[src/rtl/ledsweep_wb_pkg.sv]
`default_nettype none
// ============================================================================
//  Module      : ledsweep_pkg
//  Description : Shared types and constants for the ledsweep_wb peripheral.
//  Revision    : 1.0 - initial release
// ============================================================================
package ledsweep_pkg;

    typedef enum logic [1:0] {
        MODE_BOUNCE = 2'd0,
        MODE_WRAP   = 2'd1,
        MODE_MANUAL = 2'd2,
        MODE_OFF    = 2'd3
    } mode_e;

    typedef enum logic [2:0] {
        ST_IDLE  = 3'd0,
        ST_LEFT  = 3'd1,
        ST_RIGHT = 3'd2,
        ST_WRAP  = 3'd3,
        ST_HOLD  = 3'd4
    } state_e;

    localparam logic [1:0] c_ADDR_CTRL   = 2'd0;
    localparam logic [1:0] c_ADDR_DIV    = 2'd1;
    localparam logic [1:0] c_ADDR_STATUS = 2'd2;
    localparam logic [1:0] c_ADDR_MAN    = 2'd3;

    localparam int c_CTRL_REPEAT_BIT = 2;
    localparam int c_STATUS_BUSY_BIT = 31;
    localparam int c_STATUS_POS_LSB  = 16;

    function automatic logic is_busy(input state_e s);
        return (s == ST_LEFT) || (s == ST_RIGHT) || (s == ST_WRAP);
    endfunction

endpackage
`default_nettype wire

[src/rtl/ledsweep_wb_if.sv]
`default_nettype none
// ============================================================================
//  Module      : ledsweep_wb_if
//  Description : Pipelined Wishbone slave port bundle for ledsweep_wb.
//  Revision    : 1.0 - initial release
// ============================================================================
interface ledsweep_wb_if;
    logic        i_cyc;
    logic        i_stb;
    logic        i_we;
    logic [1:0]  i_addr;
    logic [31:0] i_data;
    logic        o_stall;
    logic        o_ack;
    logic [31:0] o_data;

    modport slave (
        input  i_cyc, i_stb, i_we, i_addr, i_data,
        output o_stall, o_ack, o_data
    );

    modport master (
        output i_cyc, i_stb, i_we, i_addr, i_data,
        input  o_stall, o_ack, o_data
    );
endinterface
`default_nettype wire

[src/rtl/ledsweep_wb_tick_div.sv]
`default_nettype none
// ============================================================================
//  Module      : tick_div
//  Description : Reloadable down-counter; ticks for one cycle when it hits 0.
//  Revision    : 1.0 - initial release
// ============================================================================
module tick_div #(
    parameter int DIV_W = 16
) (
    input  logic             i_clk,
    input  logic             i_reset,
    input  logic             i_load,
    input  logic             i_enable,
    input  logic [DIV_W-1:0] i_reload,
    output logic             o_tick
);
    logic [DIV_W-1:0] r_count;

    assign o_tick = i_enable && (r_count == '0);

    always_ff @(posedge i_clk or posedge i_reset) begin
        if (i_reset) begin
            r_count <= '0;
        end else if (i_load || o_tick) begin
            r_count <= i_reload;
        end else if (i_enable) begin
            r_count <= r_count - DIV_W'(1);
        end
    end
endmodule
`default_nettype wire

[src/rtl/ledsweep_wb.sv]
`default_nettype none
// ============================================================================
//  Module      : ledsweep_wb
//  Description : Wishbone LED sweeper with bounce/wrap/manual modes and a
//                one-cycle done interrupt.
//  Revision    : 1.0 - initial release
// ============================================================================
module ledsweep_wb
    import ledsweep_pkg::*;
#(
    parameter int NLEDS       = 8,
    parameter int DIV_W       = 16,
    parameter int DEFAULT_DIV = 4
) (
    input  logic             i_clk,
    input  logic             i_reset,
    ledsweep_wb_if.slave     bus,
    output logic [NLEDS-1:0] o_led,
    output logic             o_int
);
    localparam int              PW        = $clog2(NLEDS);
    localparam logic [PW-1:0]   c_POS_MAX = PW'(NLEDS - 1);
    localparam logic [NLEDS-1:0] c_LED_ONE = NLEDS'(1);

    state_e            r_state, w_state_next;
    logic [PW-1:0]     r_pos, w_pos_next, w_pos_inc;
    logic [2:0]        r_ctrl;
    logic [DIV_W-1:0]  r_div;
    logic [NLEDS-1:0]  r_man, w_man_next, r_led, w_led_next;
    logic              r_int, w_done, r_ack;
    logic [31:0]       r_data, w_rdata;
    logic              w_wr, w_ctrl_wr, w_div_wr, w_man_wr;
    logic              w_busy, w_tick, w_repeat;
    mode_e             w_mode_wr;
    logic              w_unused;

    assign w_wr      = bus.i_stb && bus.i_we;
    assign w_ctrl_wr = w_wr && (bus.i_addr == c_ADDR_CTRL);
    assign w_div_wr  = w_wr && (bus.i_addr == c_ADDR_DIV);
    assign w_man_wr  = w_wr && (bus.i_addr == c_ADDR_MAN);
    assign w_mode_wr = mode_e'(bus.i_data[1:0]);
    assign w_busy    = is_busy(r_state);
    assign w_repeat  = r_ctrl[c_CTRL_REPEAT_BIT];
    assign w_pos_inc = r_pos + PW'(1);
    assign w_man_next = w_man_wr ? bus.i_data[NLEDS-1:0] : r_man;
    assign w_unused  = ^{bus.i_cyc, bus.i_data};

    tick_div #(
        .DIV_W (DIV_W)
    ) u_tick_div (
        .i_clk    (i_clk),
        .i_reset  (i_reset),
        .i_load   (w_ctrl_wr),
        .i_enable (w_busy),
        .i_reload (r_div),
        .o_tick   (w_tick)
    );

    // A command write overrides any tick in the same cycle, so a terminal
    // tick coinciding with a write never raises the interrupt.
    always_comb begin
        w_state_next = r_state;
        w_pos_next   = r_pos;
        w_done       = 1'b0;
        if (w_ctrl_wr) begin
            w_pos_next = '0;
            case (w_mode_wr)
                MODE_BOUNCE: w_state_next = ST_LEFT;
                MODE_WRAP:   w_state_next = ST_WRAP;
                MODE_MANUAL: w_state_next = ST_HOLD;
                default:     w_state_next = ST_IDLE;
            endcase
        end else if (w_tick) begin
            case (r_state)
                ST_LEFT: begin
                    w_pos_next = w_pos_inc;
                    if (w_pos_inc == c_POS_MAX) begin
                        w_state_next = ST_RIGHT;
                    end
                end
                ST_RIGHT: begin
                    if (r_pos != '0) begin
                        w_pos_next = r_pos - PW'(1);
                    end else if (w_repeat) begin
                        w_state_next = ST_LEFT;
                        w_pos_next   = PW'(1);
                    end else begin
                        w_state_next = ST_IDLE;
                        w_done       = 1'b1;
                    end
                end
                ST_WRAP: begin
                    if (r_pos == c_POS_MAX) begin
                        w_pos_next = '0;
                        if (!w_repeat) begin
                            w_state_next = ST_IDLE;
                            w_done       = 1'b1;
                        end
                    end else begin
                        w_pos_next = w_pos_inc;
                    end
                end
                default: begin
                    w_state_next = r_state;
                end
            endcase
        end
    end

    // LEDs are decoded from the next state so the pattern lands with the state.
    always_comb begin
        w_led_next = '0;
        case (w_state_next)
            ST_LEFT, ST_RIGHT, ST_WRAP: w_led_next = c_LED_ONE << w_pos_next;
            ST_HOLD:                    w_led_next = w_man_next;
            default:                    w_led_next = '0;
        endcase
    end

    always_comb begin
        w_rdata = '0;
        case (bus.i_addr)
            c_ADDR_CTRL: w_rdata[2:0] = r_ctrl;
            c_ADDR_DIV:  w_rdata[DIV_W-1:0] = r_div;
            c_ADDR_STATUS: begin
                w_rdata[c_STATUS_BUSY_BIT]         = w_busy;
                w_rdata[c_STATUS_POS_LSB +: PW]    = r_pos;
                w_rdata[NLEDS-1:0]                 = r_led;
            end
            default:     w_rdata[NLEDS-1:0] = r_man;
        endcase
    end

    always_ff @(posedge i_clk or posedge i_reset) begin
        if (i_reset) begin
            r_state <= ST_IDLE;
            r_pos   <= '0;
        end else begin
            r_state <= w_state_next;
            r_pos   <= w_pos_next;
        end
    end

    always_ff @(posedge i_clk or posedge i_reset) begin
        if (i_reset) begin
            r_ctrl <= '0;
            r_div  <= DIV_W'(DEFAULT_DIV - 1);
            r_man  <= '0;
            r_led  <= '0;
            r_int  <= 1'b0;
            r_ack  <= 1'b0;
            r_data <= '0;
        end else begin
            if (w_ctrl_wr) begin
                r_ctrl <= bus.i_data[2:0];
            end
            if (w_div_wr) begin
                r_div <= bus.i_data[DIV_W-1:0];
            end
            r_man  <= w_man_next;
            r_led  <= w_led_next;
            r_int  <= w_done;
            r_ack  <= bus.i_stb;
            r_data <= (bus.i_stb && !bus.i_we) ? w_rdata : '0;
        end
    end

    assign bus.o_stall = 1'b0;
    assign bus.o_ack   = r_ack;
    assign bus.o_data  = r_data;
    assign o_led       = r_led;
    assign o_int       = r_int;

endmodule
`default_nettype wire

[src/flat_wrapper.sv]
// flat-port wrapper written by rule: the top's interface ports become plain ports
module ledsweep_wb_flat import ledsweep_pkg::*;
#(
    parameter int NLEDS       = 8,
    parameter int DIV_W       = 16,
    parameter int DEFAULT_DIV = 4
)
  (i_clk, i_reset, o_led, o_int, bus_i_cyc, bus_i_stb, bus_i_we, bus_i_addr, bus_i_data, bus_o_stall, bus_o_ack, bus_o_data);
  ledsweep_wb_if bus_i ();
  input  logic i_clk;
  input  logic i_reset;
  output logic [NLEDS-1:0] o_led;
  output logic o_int;
  input wire logic [$bits(bus_i.i_cyc)-1:0] bus_i_cyc;
  input wire logic [$bits(bus_i.i_stb)-1:0] bus_i_stb;
  input wire logic [$bits(bus_i.i_we)-1:0] bus_i_we;
  input wire logic [$bits(bus_i.i_addr)-1:0] bus_i_addr;
  input wire logic [$bits(bus_i.i_data)-1:0] bus_i_data;
  output wire logic [$bits(bus_i.o_stall)-1:0] bus_o_stall;
  output wire logic [$bits(bus_i.o_ack)-1:0] bus_o_ack;
  output wire logic [$bits(bus_i.o_data)-1:0] bus_o_data;
  assign bus_i.i_cyc = bus_i_cyc;
  assign bus_i.i_stb = bus_i_stb;
  assign bus_i.i_we = bus_i_we;
  assign bus_i.i_addr = bus_i_addr;
  assign bus_i.i_data = bus_i_data;
  assign bus_o_stall = bus_i.o_stall;
  assign bus_o_ack = bus_i.o_ack;
  assign bus_o_data = bus_i.o_data;
  ledsweep_wb #(.NLEDS(NLEDS), .DIV_W(DIV_W), .DEFAULT_DIV(DEFAULT_DIV)) u_core (.i_clk(i_clk), .i_reset(i_reset), .bus(bus_i), .o_led(o_led), .o_int(o_int));
endmodule
[config.mk]
export PLATFORM = sky130hd
export DESIGN_NAME = ledsweep_wb_flat
export DESIGN_NICKNAME = d
export VERILOG_FILES = /design/src/rtl/ledsweep_wb_pkg.sv /design/src/rtl/ledsweep_wb_if.sv /design/src/rtl/ledsweep_wb_tick_div.sv /design/src/rtl/ledsweep_wb.sv /design/src/flat_wrapper.sv
export SDC_FILE = /design/constraint.sdc
export NUM_CORES = 1
export LEC_CHECK = 0
export ABC_AREA = 1
export CAP_MARGIN = 20
export CELL_PAD_IN_SITES_DETAIL_PLACEMENT = 0
export CELL_PAD_IN_SITES_GLOBAL_PLACEMENT = 1
export CORE_UTILIZATION = 38
export DETAILED_ROUTE_END_ITERATION = 6
export PLACE_DENSITY_LB_ADDON = 0.1
export SLEW_MARGIN = 20
export SYNTH_ARGS = -nofsm -noshare
export SYNTH_HDL_FRONTEND = slang
export SYNTH_SLANG_ARGS = --single-unit
[constraint.sdc]
create_clock -name i_clk -period 3.2 [get_ports i_clk]
set_input_delay 0.8 -clock i_clk [delete_from_list [all_inputs] [get_ports i_clk]]
set_output_delay 0.8 -clock i_clk [all_outputs]
set_load 0.005 [all_outputs]
==> impl_metrics.yaml <==
cells_and_area:
  final_cell_area_sq_mm: 0.00504
  area_delta_synth_final_pct: 20.9
  drive_gt1_share_pct: 11.7
  final_nets: 612
  layoutNonFillerInstCount: 707
  diodes: 0
min_path:
  hold_depth: 2
  hp-class: "register to register"
  min_to: "u_core.r_div[0]"
  min_from: "u_core.r_div[0]"
synthesis:
  synth-edff-count: 0
  ys.flop_type: "dfrtp_1"
  synth.yosys.seq_area_share_pct: 47.5
  netlist_top_cells_area: "dfrtp_1, nand2_1, nor2_1"
  syn_area_sq_mm: 0.00417
  synth.distinct_cells: 39
  yosysTopAreaCellShare_pct: 46.2
  yosys-top-cells-count: "nand2_1, dfrtp_1, nor2_1, inv_1, nand3_1"
  syn_inst: 506
  synth.most_common_cell: "nand2_1"
  synthArstFlopShare_pct: 100
  ys_warn_count: 0
  avgSynthCellArea_sq_um: 8.24
  ys_ff_latch: 79
  yosysTopAreaCell: "dfrtp_1"
clock_network:
  cts_tree: "yes"
  ctsResizeCount: 0
  cts_root_buffer: "clkbuf_8"
  cts_setup_buffers: 0
  cts-buffers-inserted: 9
  cts-htree-levels: 3
  cts.clk_slew.worst_paths_ns: 0.09
  clock_latency_ns: 0.36
  cts_hold_buffers: 0
  cts.sinks: 79
  clockBufferDepth: 2
floorplanning:
  core_sq_mm: 0.0105
  rows: 37
  start_util_pct: 39.9
  fp.dieH_um: 107
  ios: 82
  dieArea_sq_mm: 0.0114
  fp.dieW_um: 107
global_route:
  grtUsageTotal_pct: 19.6
  antenna_found_initial: 0
  grt_pass1_wl_mm: 16.9
  gr-total-overflow: 0
  grt_pass1_vias: 3246
  grt_max_degree: 56
timing:
  period_minus_slack_ns: 2.33
  setup_viol: 0
  slew_violations: 0
  period_share_pct: 72.8
  hold_viol: 0
  rsz0062_at_grt: "false"
  max_freq_mhz: 429
  whs_ns: 0.492
  worst_pin_slew_ns: 0.573
  max_slew_margin_pct: 61.4
  fin_ws_ns: 0.870
  finClkSkew_ns: 0.0105
  timing.setup.tns_ns: 0
pwr:
  leakagePower_nw: 2.42
  irDropWorstVdd_mv: 0.283
  power.density_mw_per_mm2: 627
detailed_routing:
  routedWlPerCell_um: 14.7
  detail-route-antenna-nets: 0
  route.detailed.drc: 0
  vias_per_cell: 4.76
  via_count: 3365
  routed_wl_mm: 10.4
  drt_iter0_markers: 132
  drt_first_pass_iters: 4
worst_setup_path:
  path_max_fanout: 6
  rrSetupSlack_ns: 1.11
  timing.rr.end: "u_core.o_led[3]"
  cp_data_arrival_time_ns: 2.62
  reg2reg_from: "u_core.u_tick_div.r_count[0]"
  r2r_cells: 10
  crit_type: "primary input to register"
  crit_path_end_kind: "register"
  crit_path_start_kind: "primary input"
  required_ns: 3.49
place:
  detailed_place.area_sq_mm: 0.00482
  place_congestion: 0.839
  place_inst: 691
  post-place-ws_ns: 0.476
  dpl.hpwl_mm: 7.85
  io_buffers: 51
outcome:
  status: "finished clean"
job:
  cap_violations: 0
-- metal layers --
layer  part of all wire, %  GRT usage (%)
met2                    47           30.8
met3                   3.8           4.01
met1                    48           27.3
met5                     0              0
met4                   1.7           5.68
-- logic make-up (layout without fill, tap and decap cells) --
group	after synthesis	count (layout)	share of synthesized area [%]
muxes	5	5	1.35
and+or+nand+nor	258	258	28.4
buffers and inverters	86	139	9.27
AOI/OAI and AO/OA	59	59	9.00
other	1	13	0.0899
xor gates and xnor gates	11	11	2.31
DFF	79	79	47.5
adders and majority gates	7	7	2.10
-- report_power, final --
group / switching (W) / internal (W)
logic: 0.000581 / 0.000359
registers: 0.000186 / 0.00119
clock network: 0.000395 / 0.000445
-- critical path: stages --
cell,delay (ns)
clkdlybuf4s50_1,0.48
nor2_2,0.24
nand2_2,0.15
inv_1,0.22
nor2_1,0.08
nand3_1,0.07
nand2_1,0.05
nand2_1,0.07
nand2_2,0.14
nand2_8,0.12
nand2_4,0.07
o21ai_2,0.13
-- metrics by stage --
| stage | power (W) | util (%) |
|---|---|---|
| after floorplan | 0.00205 | - |
| after CTS | 0.00318 | 48.2 |
| final | 0.00316 | 48.2 |
| after detailed placement | 0.00234 | 46.1 |
| after global routing | 0.00338 | 48.2 |
| after global placement | 0.00232 | 46.1 |
-- area by class of cell --
type | instances | area [sq um]
multi-input cells | 353 | 1850
clock buffers | 10 | 128
repair buffers | 58 | 576
flip-flops and latches | 79 | 1980
well taps | 136 | 170
inverters | 65 | 245
clock inverters | 6 | 92.6
fillers | 1088 | 5420
-- sequential cells by signal (all words and copies together) (netlist names) --
register,flops
u_core.bus.o_ack,1
u_core.bus.o_data,20
u_core.o_int,1
u_core.o_led,8
u_core.r_ctrl,3
u_core.r_div,16
u_core.r_man,8
u_core.r_pos,3
u_core.r_state,3
u_core.u_tick_div.r_count,16
-- placed cells by master, fill, tap and decap left out, types with 3 or more instances in the layout --
cell / netlist / final
nand2_2: 8 / 8
nand3_1: 24 / 24
a21oi_1: 16 / 16
inv_2: 3 / 3
o211ai_1: 3 / 3
o21ai_1: 6 / 6
a22oi_1: 3 / 3
clkdlybuf4s50_1: 0 / 51
a31oi_1: 3 / 3
nor3_1: 7 / 7
o21ai_0: 15 / 15
nor2_2: 7 / 7
o221ai_1: 6 / 6
dfrtp_1: 77 / 77
nand2_4: 3 / 3
mux2_2: 5 / 5
nand4_1: 6 / 6
xor2_1: 9 / 9
nor2_1: 68 / 68
ha_1: 7 / 7
nor2_4: 5 / 5
buf_4: 14 / 6
o21ai_2: 5 / 5
conb_1: 1 / 13
inv_1: 61 / 60
clkbuf_8: 0 / 9
nand2_1: 123 / 123
-- how the worst max path moves through the flow --
stage                     depth (start not counted)     startpoint                to
final                                            12  bus_i_addr[1]   u_core.o_led[3]
after CTS                                        13  bus_i_addr[1]   u_core.o_led[6]
after detailed placement                         13  bus_i_addr[1]   u_core.o_led[6]
after global routing                             13  bus_i_addr[1]   u_core.o_led[6]
after global placement                           13  bus_i_addr[1]   u_core.o_led[6]
after floorplan                                   1        i_reset  u_core.bus.o_ack
Note: power is estimated with default switching activity, not from simulation.
